$ cat src/rtl/local_memory_seq_pkg.sv
// local_memory_seq_pkg: shared defaults (global.h values) and the read-tag record for the local_memory sequencer
package local_memory_seq_pkg;
  localparam int W_WIDTH_DEF = 16;
  localparam int W_ADDR_DEF = 10;
  localparam int RD_LAT_DEF = 2;
  typedef struct packed {
    logic valid;
    logic last;
  } tag_t;
endpackage

$ cat src/rtl/local_memory_seq_if.sv
// local_memory_seq_if: write stream, scan command/result stream and local_memory port bundle; slave = sequencer, master = its environment
interface local_memory_seq_if
  import local_memory_seq_pkg::*;
#(
  parameter int W_WIDTH = W_WIDTH_DEF,
  parameter int W_ADDR = W_ADDR_DEF
);
  logic wr_valid;
  logic wr_ready;
  logic [W_WIDTH-1:0] wr_data;
  logic wr_load;
  logic [W_ADDR-1:0] wr_base;
  logic rd_start;
  logic [W_ADDR-1:0] rd_base;
  logic [W_ADDR:0] rd_len;
  logic rd_busy;
  logic rd_out_valid;
  logic [W_WIDTH-1:0] rd_out_data;
  logic rd_done;
  logic [W_WIDTH-1:0] mem_data;
  logic [W_ADDR-1:0] mem_wraddress;
  logic mem_wren;
  logic [W_ADDR-1:0] mem_rdaddress;
  logic mem_q;
  modport slave (
    input wr_valid, wr_data, wr_load, wr_base, rd_start, rd_base, rd_len, mem_q,
    output wr_ready, rd_busy, rd_out_valid, rd_out_data, rd_done,
    output mem_data, mem_wraddress, mem_wren, mem_rdaddress
  );
  modport master (
    output wr_valid, wr_data, wr_load, wr_base, rd_start, rd_base, rd_len, mem_q,
    input wr_ready, rd_busy, rd_out_valid, rd_out_data, rd_done,
    input mem_data, mem_wraddress, mem_wren, mem_rdaddress
  );
endinterface

$ cat src/rtl/local_memory_bitpack.sv
// local_memory_bitpack: packs tagged q bits LSB-first into words; ports clk/rst_n, bit_in/valid/last in, out_valid/out_data out
module local_memory_bitpack
  import local_memory_seq_pkg::*;
#(
  parameter int W_WIDTH = W_WIDTH_DEF
) (
  input  logic clk,
  input  logic rst_n,
  input  logic bit_in,
  input  logic valid,
  input  logic last,
  output logic out_valid,
  output logic [W_WIDTH-1:0] out_data
);
  localparam int CW = (W_WIDTH > 1) ? $clog2(W_WIDTH) : 1;
  logic [CW-1:0] count;
  logic [W_WIDTH-1:0] acc;
  logic [W_WIDTH-1:0] word;
  logic emit;
  assign word = acc | (W_WIDTH'(bit_in) << count);
  assign emit = valid && (count == CW'(W_WIDTH - 1) || last);
  // acc is cleared on every emit, so a short final word comes out zero-padded
  always_ff @(posedge clk or negedge rst_n) begin
    if (!rst_n) begin
      count <= '0;
      acc <= '0;
      out_valid <= 1'b0;
      out_data <= '0;
    end else begin
      out_valid <= emit;
      if (emit) out_data <= word;
      if (valid) begin
        acc <= emit ? '0 : word;
        count <= emit ? '0 : count + CW'(1);
      end
    end
  end
endmodule

$ cat src/rtl/local_memory_seq.sv
// local_memory_seq: write-stream to RAM writes plus range scan of q bits into packed words; ports clk, rst_n, bus (slave)
module local_memory_seq
  import local_memory_seq_pkg::*;
#(
  parameter int W_WIDTH = W_WIDTH_DEF,
  parameter int W_ADDR = W_ADDR_DEF,
  parameter int RD_LAT = RD_LAT_DEF
) (
  input logic clk,
  input logic rst_n,
  local_memory_seq_if.slave bus
);
  localparam logic [1:0] IDLE = 2'd0;
  localparam logic [1:0] SETUP = 2'd1;
  localparam logic [1:0] ISSUE = 2'd2;
  localparam logic [1:0] DRAIN = 2'd3;
  logic [1:0] state;
  logic [1:0] state_nx;
  logic [W_ADDR-1:0] wr_ptr;
  logic [W_ADDR-1:0] base_q;
  logic [W_ADDR:0] rem;
  logic rem_one;
  logic start;
  logic hs;
  logic busy;
  logic scan_done;
  logic empty_done;
  tag_t tag_in;
  tag_t tag_out;
  tag_t pipe [RD_LAT];
  assign start = state == IDLE && bus.rd_start;
  assign rem_one = rem == (W_ADDR + 1)'(1);
  assign hs = bus.wr_valid && bus.wr_ready;
  assign tag_out = pipe[RD_LAT-1];
  always_ff @(posedge clk or negedge rst_n) begin
    if (!rst_n) state <= IDLE;
    else state <= state_nx;
  end
  always_comb begin
    state_nx = state;
    case (state)
      IDLE: state_nx = (bus.rd_start && bus.rd_len != '0) ? SETUP : IDLE;
      SETUP: state_nx = ISSUE;
      ISSUE: state_nx = rem_one ? DRAIN : ISSUE;
      DRAIN: state_nx = tag_out.last ? IDLE : DRAIN;
      default: state_nx = IDLE;
    endcase
  end
  // wr_ready is gated by rst_n so every output reads 0 while reset is held
  always_comb begin
    busy = state != IDLE || scan_done;
    bus.rd_busy = busy;
    bus.wr_ready = rst_n && !busy;
    bus.rd_done = scan_done || empty_done;
    tag_in.valid = state == ISSUE;
    tag_in.last = state == ISSUE && rem_one;
  end
  // a load in the handshake cycle redirects the word to wr_base
  always_ff @(posedge clk or negedge rst_n) begin
    if (!rst_n) begin
      wr_ptr <= '0;
      bus.mem_wren <= 1'b0;
      bus.mem_data <= '0;
      bus.mem_wraddress <= '0;
    end else begin
      bus.mem_wren <= hs;
      if (hs) begin
        bus.mem_data <= bus.wr_data;
        bus.mem_wraddress <= bus.wr_load ? bus.wr_base : wr_ptr;
      end
      if (bus.wr_load || hs) wr_ptr <= (bus.wr_load ? bus.wr_base : wr_ptr) + W_ADDR'(hs);
    end
  end
  // the address is loaded in SETUP so a write accepted alongside rd_start lands before the first read
  always_ff @(posedge clk or negedge rst_n) begin
    if (!rst_n) begin
      base_q <= '0;
      rem <= '0;
      bus.mem_rdaddress <= '0;
      scan_done <= 1'b0;
      empty_done <= 1'b0;
      for (int i = 0; i < RD_LAT; i++) pipe[i] <= '0;
    end else begin
      empty_done <= start && bus.rd_len == '0;
      scan_done <= tag_out.last;
      pipe[0] <= tag_in;
      for (int i = 1; i < RD_LAT; i++) pipe[i] <= pipe[i-1];
      if (start) begin
        base_q <= bus.rd_base;
        rem <= bus.rd_len;
      end
      if (state == SETUP) bus.mem_rdaddress <= base_q;
      if (state == ISSUE) begin
        rem <= rem - (W_ADDR + 1)'(1);
        if (!rem_one) bus.mem_rdaddress <= bus.mem_rdaddress + W_ADDR'(1);
      end
    end
  end
  local_memory_bitpack #(.W_WIDTH(W_WIDTH)) u_bitpack (
    .clk(clk),
    .rst_n(rst_n),
    .bit_in(bus.mem_q),
    .valid(tag_out.valid),
    .last(tag_out.last),
    .out_valid(bus.rd_out_valid),
    .out_data(bus.rd_out_data)
  );
endmodule

$ cat src/flat_wrapper.sv
// flat-port wrapper written by rule: the top's interface ports become plain ports
module local_memory_seq_flat import local_memory_seq_pkg::*;
#(
  parameter int W_WIDTH = W_WIDTH_DEF,
  parameter int W_ADDR = W_ADDR_DEF,
  parameter int RD_LAT = RD_LAT_DEF
)
  (clk, rst_n, bus_wr_valid, bus_wr_data, bus_wr_load, bus_wr_base, bus_rd_start, bus_rd_base, bus_rd_len, bus_mem_q, bus_wr_ready, bus_rd_busy, bus_rd_out_valid, bus_rd_out_data, bus_rd_done, bus_mem_data, bus_mem_wraddress, bus_mem_wren, bus_mem_rdaddress);
  local_memory_seq_if #(.W_WIDTH(W_WIDTH), .W_ADDR(W_ADDR)) bus_i ();
  input logic clk;
  input logic rst_n;
  input wire logic [$bits(bus_i.wr_valid)-1:0] bus_wr_valid;
  input wire logic [$bits(bus_i.wr_data)-1:0] bus_wr_data;
  input wire logic [$bits(bus_i.wr_load)-1:0] bus_wr_load;
  input wire logic [$bits(bus_i.wr_base)-1:0] bus_wr_base;
  input wire logic [$bits(bus_i.rd_start)-1:0] bus_rd_start;
  input wire logic [$bits(bus_i.rd_base)-1:0] bus_rd_base;
  input wire logic [$bits(bus_i.rd_len)-1:0] bus_rd_len;
  input wire logic [$bits(bus_i.mem_q)-1:0] bus_mem_q;
  output wire logic [$bits(bus_i.wr_ready)-1:0] bus_wr_ready;
  output wire logic [$bits(bus_i.rd_busy)-1:0] bus_rd_busy;
  output wire logic [$bits(bus_i.rd_out_valid)-1:0] bus_rd_out_valid;
  output wire logic [$bits(bus_i.rd_out_data)-1:0] bus_rd_out_data;
  output wire logic [$bits(bus_i.rd_done)-1:0] bus_rd_done;
  output wire logic [$bits(bus_i.mem_data)-1:0] bus_mem_data;
  output wire logic [$bits(bus_i.mem_wraddress)-1:0] bus_mem_wraddress;
  output wire logic [$bits(bus_i.mem_wren)-1:0] bus_mem_wren;
  output wire logic [$bits(bus_i.mem_rdaddress)-1:0] bus_mem_rdaddress;
  assign bus_i.wr_valid = bus_wr_valid;
  assign bus_i.wr_data = bus_wr_data;
  assign bus_i.wr_load = bus_wr_load;
  assign bus_i.wr_base = bus_wr_base;
  assign bus_i.rd_start = bus_rd_start;
  assign bus_i.rd_base = bus_rd_base;
  assign bus_i.rd_len = bus_rd_len;
  assign bus_i.mem_q = bus_mem_q;
  assign bus_wr_ready = bus_i.wr_ready;
  assign bus_rd_busy = bus_i.rd_busy;
  assign bus_rd_out_valid = bus_i.rd_out_valid;
  assign bus_rd_out_data = bus_i.rd_out_data;
  assign bus_rd_done = bus_i.rd_done;
  assign bus_mem_data = bus_i.mem_data;
  assign bus_mem_wraddress = bus_i.mem_wraddress;
  assign bus_mem_wren = bus_i.mem_wren;
  assign bus_mem_rdaddress = bus_i.mem_rdaddress;
  local_memory_seq #(.W_WIDTH(W_WIDTH), .W_ADDR(W_ADDR), .RD_LAT(RD_LAT)) u_core (.clk(clk), .rst_n(rst_n), .bus(bus_i));
endmodule
$ cat config.mk
export PLATFORM = sky130hd
export DESIGN_NAME = local_memory_seq_flat
export DESIGN_NICKNAME = d
export VERILOG_FILES = /design/src/rtl/local_memory_seq_pkg.sv /design/src/rtl/local_memory_seq_if.sv /design/src/rtl/local_memory_bitpack.sv /design/src/rtl/local_memory_seq.sv /design/src/flat_wrapper.sv
export SDC_FILE = /design/constraint.sdc
export NUM_CORES = 1
export LEC_CHECK = 0
export CAP_MARGIN = 10
export CORE_MARGIN = 10
export CORE_UTILIZATION = 51
export DETAILED_ROUTE_END_ITERATION = 10
export PLACE_DENSITY = 0.9
export SLEW_MARGIN = 20
export SYNTH_ARGS = -nofsm -noshare
export SYNTH_HDL_FRONTEND = slang
export SYNTH_SLANG_ARGS = --single-unit
$ cat constraint.sdc
create_clock -name clk -period 3.6 [get_ports clk]
set_input_delay 0.54 -clock clk [delete_from_list [all_inputs] [get_ports clk]]
set_output_delay 0.54 -clock clk [all_outputs]
set_load 0.1 [all_outputs]
# Word-level counts from Yosys, hierarchy flattened
# Index checks and enable logic that the tools add are counted.
# word_totals
regBits,113
in_bits,53
# classes
addsub,4
n_eq_ne,5
shifts,1
n_mux,12
n_bitwise,1
reduce_logical,17
# ops
cell,count
2-to-1 mux 10 bit,4
2-to-1 mux 11 bit,2
2-to-1 mux 16 bit,1
bitwise OR 16 bit,1
left shift 1 x 4 -> 16 bit,1
equality test 11 x 1 -> 1 bit (second input constant),1
logical NOT 11 bit,1
nonzero test 11 bit,1
subtractor 11 x 1 -> 11 bit (second input constant),1
adder 10 x 1 -> 10 bit,1
adder 10 x 1 -> 10 bit (second input constant),1
case mux 2 bit (4 select lines),1
logical AND 1 bit,7
adder 4 x 1 -> 4 bit (second input constant),1
equality test 2 bit (second input constant),2
equality test 4 bit (second input constant),1
logical OR 1 bit,4
2-to-1 mux 4 bit,1
nonzero test 2 bit,2
equality test 2 x 1 -> 1 bit (second input constant),1
logical NOT 2 bit,1
2-to-1 mux 1 bit,2
2-to-1 mux 2 bit,1
logical NOT 1 bit,1

# Depth between registers and ports, before layout
# depth
word_depth,6
depth_mapped,11
depth_no_buf,9

# Modules after synthesis
# From an unflattened synthesis, not the netlist that was laid out.
# unflattened
hier_cells,539
hier_area_um2,5366.4
# by_module_without_submodules
module,instances,cells_per_inst,area_per_inst_um2,seq_area_each_um2
local_memory_seq,1,392,3778.6,1901.8
local_memory_bitpack,1,147,1587.8,925.9

# Worst setup path before layout
# OpenSTA, ideal clock, no wires.
# synth_path
path_kind,register to register
start,register u_core.state[1]
end,register u_core.wr_ptr[7]
setup_ns,0.094
arrival_time_ns,2.392
slack_ns,1.114
path_stages_with_launch,12
path_buffers,2
synth_period_minus_slack_ns,2.486
cell_sequence,dfrtp_1 > nor3_1 > nand3_1 > clkinv_1 > buf_4 > buf_2 > ha_1 > nand4b_1 > nand2_1 > nor3b_1 > o21ai_0 > a211oi_1
# synth_between
elab_chain_len,6
# synth_lines
item,line,text
start: declaration,local_memory_seq.sv:17,logic [1:0] state;
start signal: assignment,local_memory_seq.sv:37,else state <= state_nx;
nonzero test 2 bit *,local_memory_seq.sv:51,busy = state != IDLE || scan_done;
logical OR 1 bit *,local_memory_seq.sv:51,
logical NOT 1 bit *,local_memory_seq.sv:53,bus.wr_ready = rst_n && !busy;
logical AND 1 bit *,local_memory_seq.sv:53,
logical AND 1 bit *,local_memory_seq.sv:33,assign hs = bus.wr_valid && bus.wr_ready;
named net u_core.hs,local_memory_seq.sv:24,logic hs;
adder 10 x 1 -> 10 bit / logical OR 1 bit (equally long branches),local_memory_seq.sv:71,if (bus.wr_load || hs) wr_ptr <= (bus.wr_load ? bus.wr_base : wr_ptr) + W_ADDR'(hs);
end signal: assignment,local_memory_seq.sv:71,
end: declaration,local_memory_seq.sv:19,logic [W_ADDR-1:0] wr_ptr;
# Mark *: on every way through the listed nets, which the timed path passes. The rest lies on a longest branch.
# A chain may end at the register's enable or synchronous reset.

# Final worst setup path
# layout_path
start,register u_core.bus.mem_rdaddress[2]
end,output bus_mem_rdaddress[2]
# layout_rtl
item,line,text
start: declaration,local_memory_seq_if.sv:28,"output mem_data, mem_wraddress, mem_wren, mem_rdaddress"
start signal: assignment,local_memory_seq.sv:92,if (state == SETUP) bus.mem_rdaddress <= base_q;
start signal: assignment,local_memory_seq.sv:95,if (!rem_one) bus.mem_rdaddress <= bus.mem_rdaddress + W_ADDR'(1);
end: declaration,flat_wrapper.sv:28,output wire logic [$bits(bus_i.mem_rdaddress)-1:0] bus_mem_rdaddress;
# No word-level cell between the ends.

==> run_results.csv <==
group,metric,value,unit
synthesis,yosysWarnings,0,
routing,route.detailed.drc,0,
power_and_ir_drop,power_per_cell_area,967,mW/mm^2
floorplan,chipWidth,121,um
clocking,clkSinkCount,113,
timing,final_hold_viol_count,0,
critical_path,worst-path-buf-inv,1,
place,place_ws,0.907,ns
finish,seq_area,0.00283,sq mm
finish,fin_cells,800,
place,gp_congestion,0.883,
finish,insertedDiodeCount,0,
synthesis,synth_area_leaders,"dfrtp_1, nand2_1, a21oi_1",
critical_path,cp-end-kind,"output pin",
floorplan,start_util,52.8,%
place,dp_cells,770,
power_and_ir_drop,leakage,3.13,nW
global_route,antenna_found_initial,0,
place,port_buffers,109,
critical_path,critPathRequiredTime,3.06,ns
synthesis,synth_seq_cells,113,
clocking,post_cts_resized,0,
job,cap_violations,0,
timing,fmax,363,MHz
routing,vias,4493,
global_route,grt_max_degree,74,
timing,clock_skew,0.00820,ns
synthesis,yosysSeqAreaShare,54.3,%
global_route,grtUsageTotal,19.2,%
min_path,hp-class,"input port to asynchronous set/reset pin",
timing,setup_viol,0,
critical_path,critical_path_class,"flip-flop to output pin",
timing,worst_pin_slew,1.04,ns
synthesis,synth_top_area_share,54.3,%
synthesis,synth_edf_count,0,
timing,slew_violations,0,
global_route,grt_pass1_wl,23.0,mm
routing,route.detailed.wl_per_inst,17.3,um
floorplan,die_h,121,um
finish,final_layout_size_suffix_gt1_share,8.10,%
synthesis,yosys.area.top_type,"dfrtp_1",
global_route,grt_pass1_vias,4702,
clocking,cts_tree,"done",
synthesis,synth_area,0.00521,sq mm
status,status,"complete, no violations",
place,place_area,0.00639,sq mm
synthesis,synthArstFlopShare,100,%
finish,final_area,0.00694,sq mm
critical_path,cp_data_arrival_time,2.21,ns
floorplan,num_io_pins,110,
global_route,overflow,0,
clocking,clk_latency,0.51,ns
clocking,path_clk_slew,0.05,ns
routing,drt-initial-drc-count,255,
clocking,clock_path_buffers,2,
routing,wirelength,13.8,mm
clocking,ctsHoldBuffers,0,
place,hpwl,9.70,mm
timing,setup_ws,0.845,ns
finish,nFillCells,700,
routing,final_antenna_net_count,0,
timing,tns,0,ns
critical_path,crit_slowest_cell,"clkdlybuf4s50_1",
timing,maxSlewHeadroom,30.4,%
timing,period_share,76.5,%
critical_path,max_stage_delay,1.21,ns
synthesis,synth_cell_type_count,47,
floorplan,core-area,0.00986,sq mm
critical_path,path_max_fanout,8,
synthesis,synth_cells,546,
clocking,cts_buffers,17,
timing,period_needed,2.75,ns
power_and_ir_drop,finalPower,6.70,mW
finish,most-common-layout-cells,"nand2_1, dfrtp_1, clkdlybuf4s50_1",
floorplan,num_rows,36,
clocking,post_cts_buffers,0,
critical_path,path_delay_family,"buffers and inverters",
finish,multiInputGateArea,0.00221,sq mm
critical_path,path_cells,"clkdlybuf4s50_1",
finish,area_growth,33.2,%
clocking,h-tree-depth,4,
finish,fin_util,70.3,%
routing,viasPerCell,5.62,
timing,whs,0.116,ns
routing,dr.pass1.iters,5,
finish,final_nets,715,
clocking,clockRootBuffer,"clkbuf_8",
critical_path,startpoint_type,"flip-flop",
finish,layout_commonest_cell,"nand2_1",
power_and_ir_drop,irDropWorstVdd,1.02,mV
synthesis,avgSynthCellArea,9.54,sq um
floorplan,dieArea,0.0146,sq mm
synthesis,synth_fp_nets,605,
synthesis,synth_top_flop_cell,"dfrtp_1",
timing,rsz0062_at_grt,"no",
==> worst reg2reg max path, cell delays in order, from the launching register on <==
cell,delay (ns)
dfrtp_1,0.53
nor3_1,0.39
nand3_1,0.21
clkinv_1,0.11
ha_1,0.21
nand4b_1,0.13
nand2_1,0.27
nor3b_1,0.28
o21ai_0,0.12
a211oi_1,0.22
==> state kept, by name (all words and copies together) (netlist names), 4 cells and up <==
name                       cells
u_core.wr_ptr                 10
u_core.u_bitpack.acc          16
u_core.u_bitpack.out_data     16
u_core.base_q                 10
u_core.pipe                    4
u_core.bus.mem_data           16
u_core.bus.mem_wraddress      10
u_core.bus.mem_rdaddress      10
u_core.u_bitpack.count         4
u_core.rem                    11
==> final timing paths <==
check	from	to	slack, ns	cells after the start
min	rst_n	u_core.bus.mem_data[11]	0.12	2
min in group clk	u_core.pipe[3]	u_core.pipe[1]	0.35	0
min reg2reg	u_core.pipe[3]	u_core.pipe[1]	0.35	0
max	u_core.bus.mem_rdaddress[2]	bus_mem_rdaddress[2]	0.85	1
max reg2reg	u_core.state[0]	u_core.wr_ptr[7]	1.05	9
max in group asynchronous	rst_n	u_core.u_bitpack.out_data[3]	2.18	3
==> metal layers <==
layer  track usage [%]  routed length [um]  up-vias
li1                  -                   -     2093
met1              21.7                5490     2198
met2              32.5                7030      174
met3              6.28                1040       28
met4              8.30                 283        0
met5                 0                   0        -
==> final cells by class <==
cell class | count | area share [%]
repair buffers | 116 | 16.4
clock inverters | 5 | 0.758
inverters | 13 | 0.704
multi-input cells | 395 | 31.9
well taps | 133 | 2.40
clock buffers | 25 | 7.13
flip-flops and latches | 113 | 40.8
==> synth_stat cells (2+ instances only) <==
cell,count
a211oi_1,5
a21oi_1,42
a221o_1,3
a31oi_1,2
and2_1,7
and3_1,6
buf_1,2
buf_2,6
buf_6,2
clkbuf_1,14
clkinv_1,2
dfrtp_1,113
ha_1,6
inv_1,11
mux2_2,8
mux2i_1,20
nand2_1,123
nand2_2,2
nand2b_1,4
nand3_1,17
nand4_1,5
nand4b_1,4
nor2_1,39
nor2b_1,2
nor3_1,17
nor3b_1,2
nor4_1,3
o21ai_0,38
o221ai_1,2
o22ai_1,4
o32ai_1,2
xnor2_1,5
xor2_1,14
==> report_power, final <==
| group | leakage, nW | internal [mW] | total (mW) | switching, mW |
|---|---|---|---|---|
| Clock | 0.270 | 0.994 | 1.54 | 0.542 |
| Sequential | 1.38 | 1.70 | 2.08 | 0.383 |
| Combinational | 1.48 | 0.819 | 3.09 | 2.27 |
| Total | 3.13 | 3.51 | 6.70 | 3.19 |
==> cell families (layout without fill, tap and decap cells) <==
| logic type | after synthesis | after routing | synth area share [%] |
|---|---|---|---|
| simple gates | 236 | 236 | 20.4 |
| flops | 113 | 113 | 54.3 |
| compound gates | 106 | 106 | 11.8 |
| buf+inv | 38 | 159 | 3.24 |
| mux | 28 | 28 | 5.58 |
| xor+xnor | 19 | 19 | 3.20 |
| fa+ha+maj | 6 | 6 | 1.44 |
Note: power is estimated with default switching activity, not from simulation.
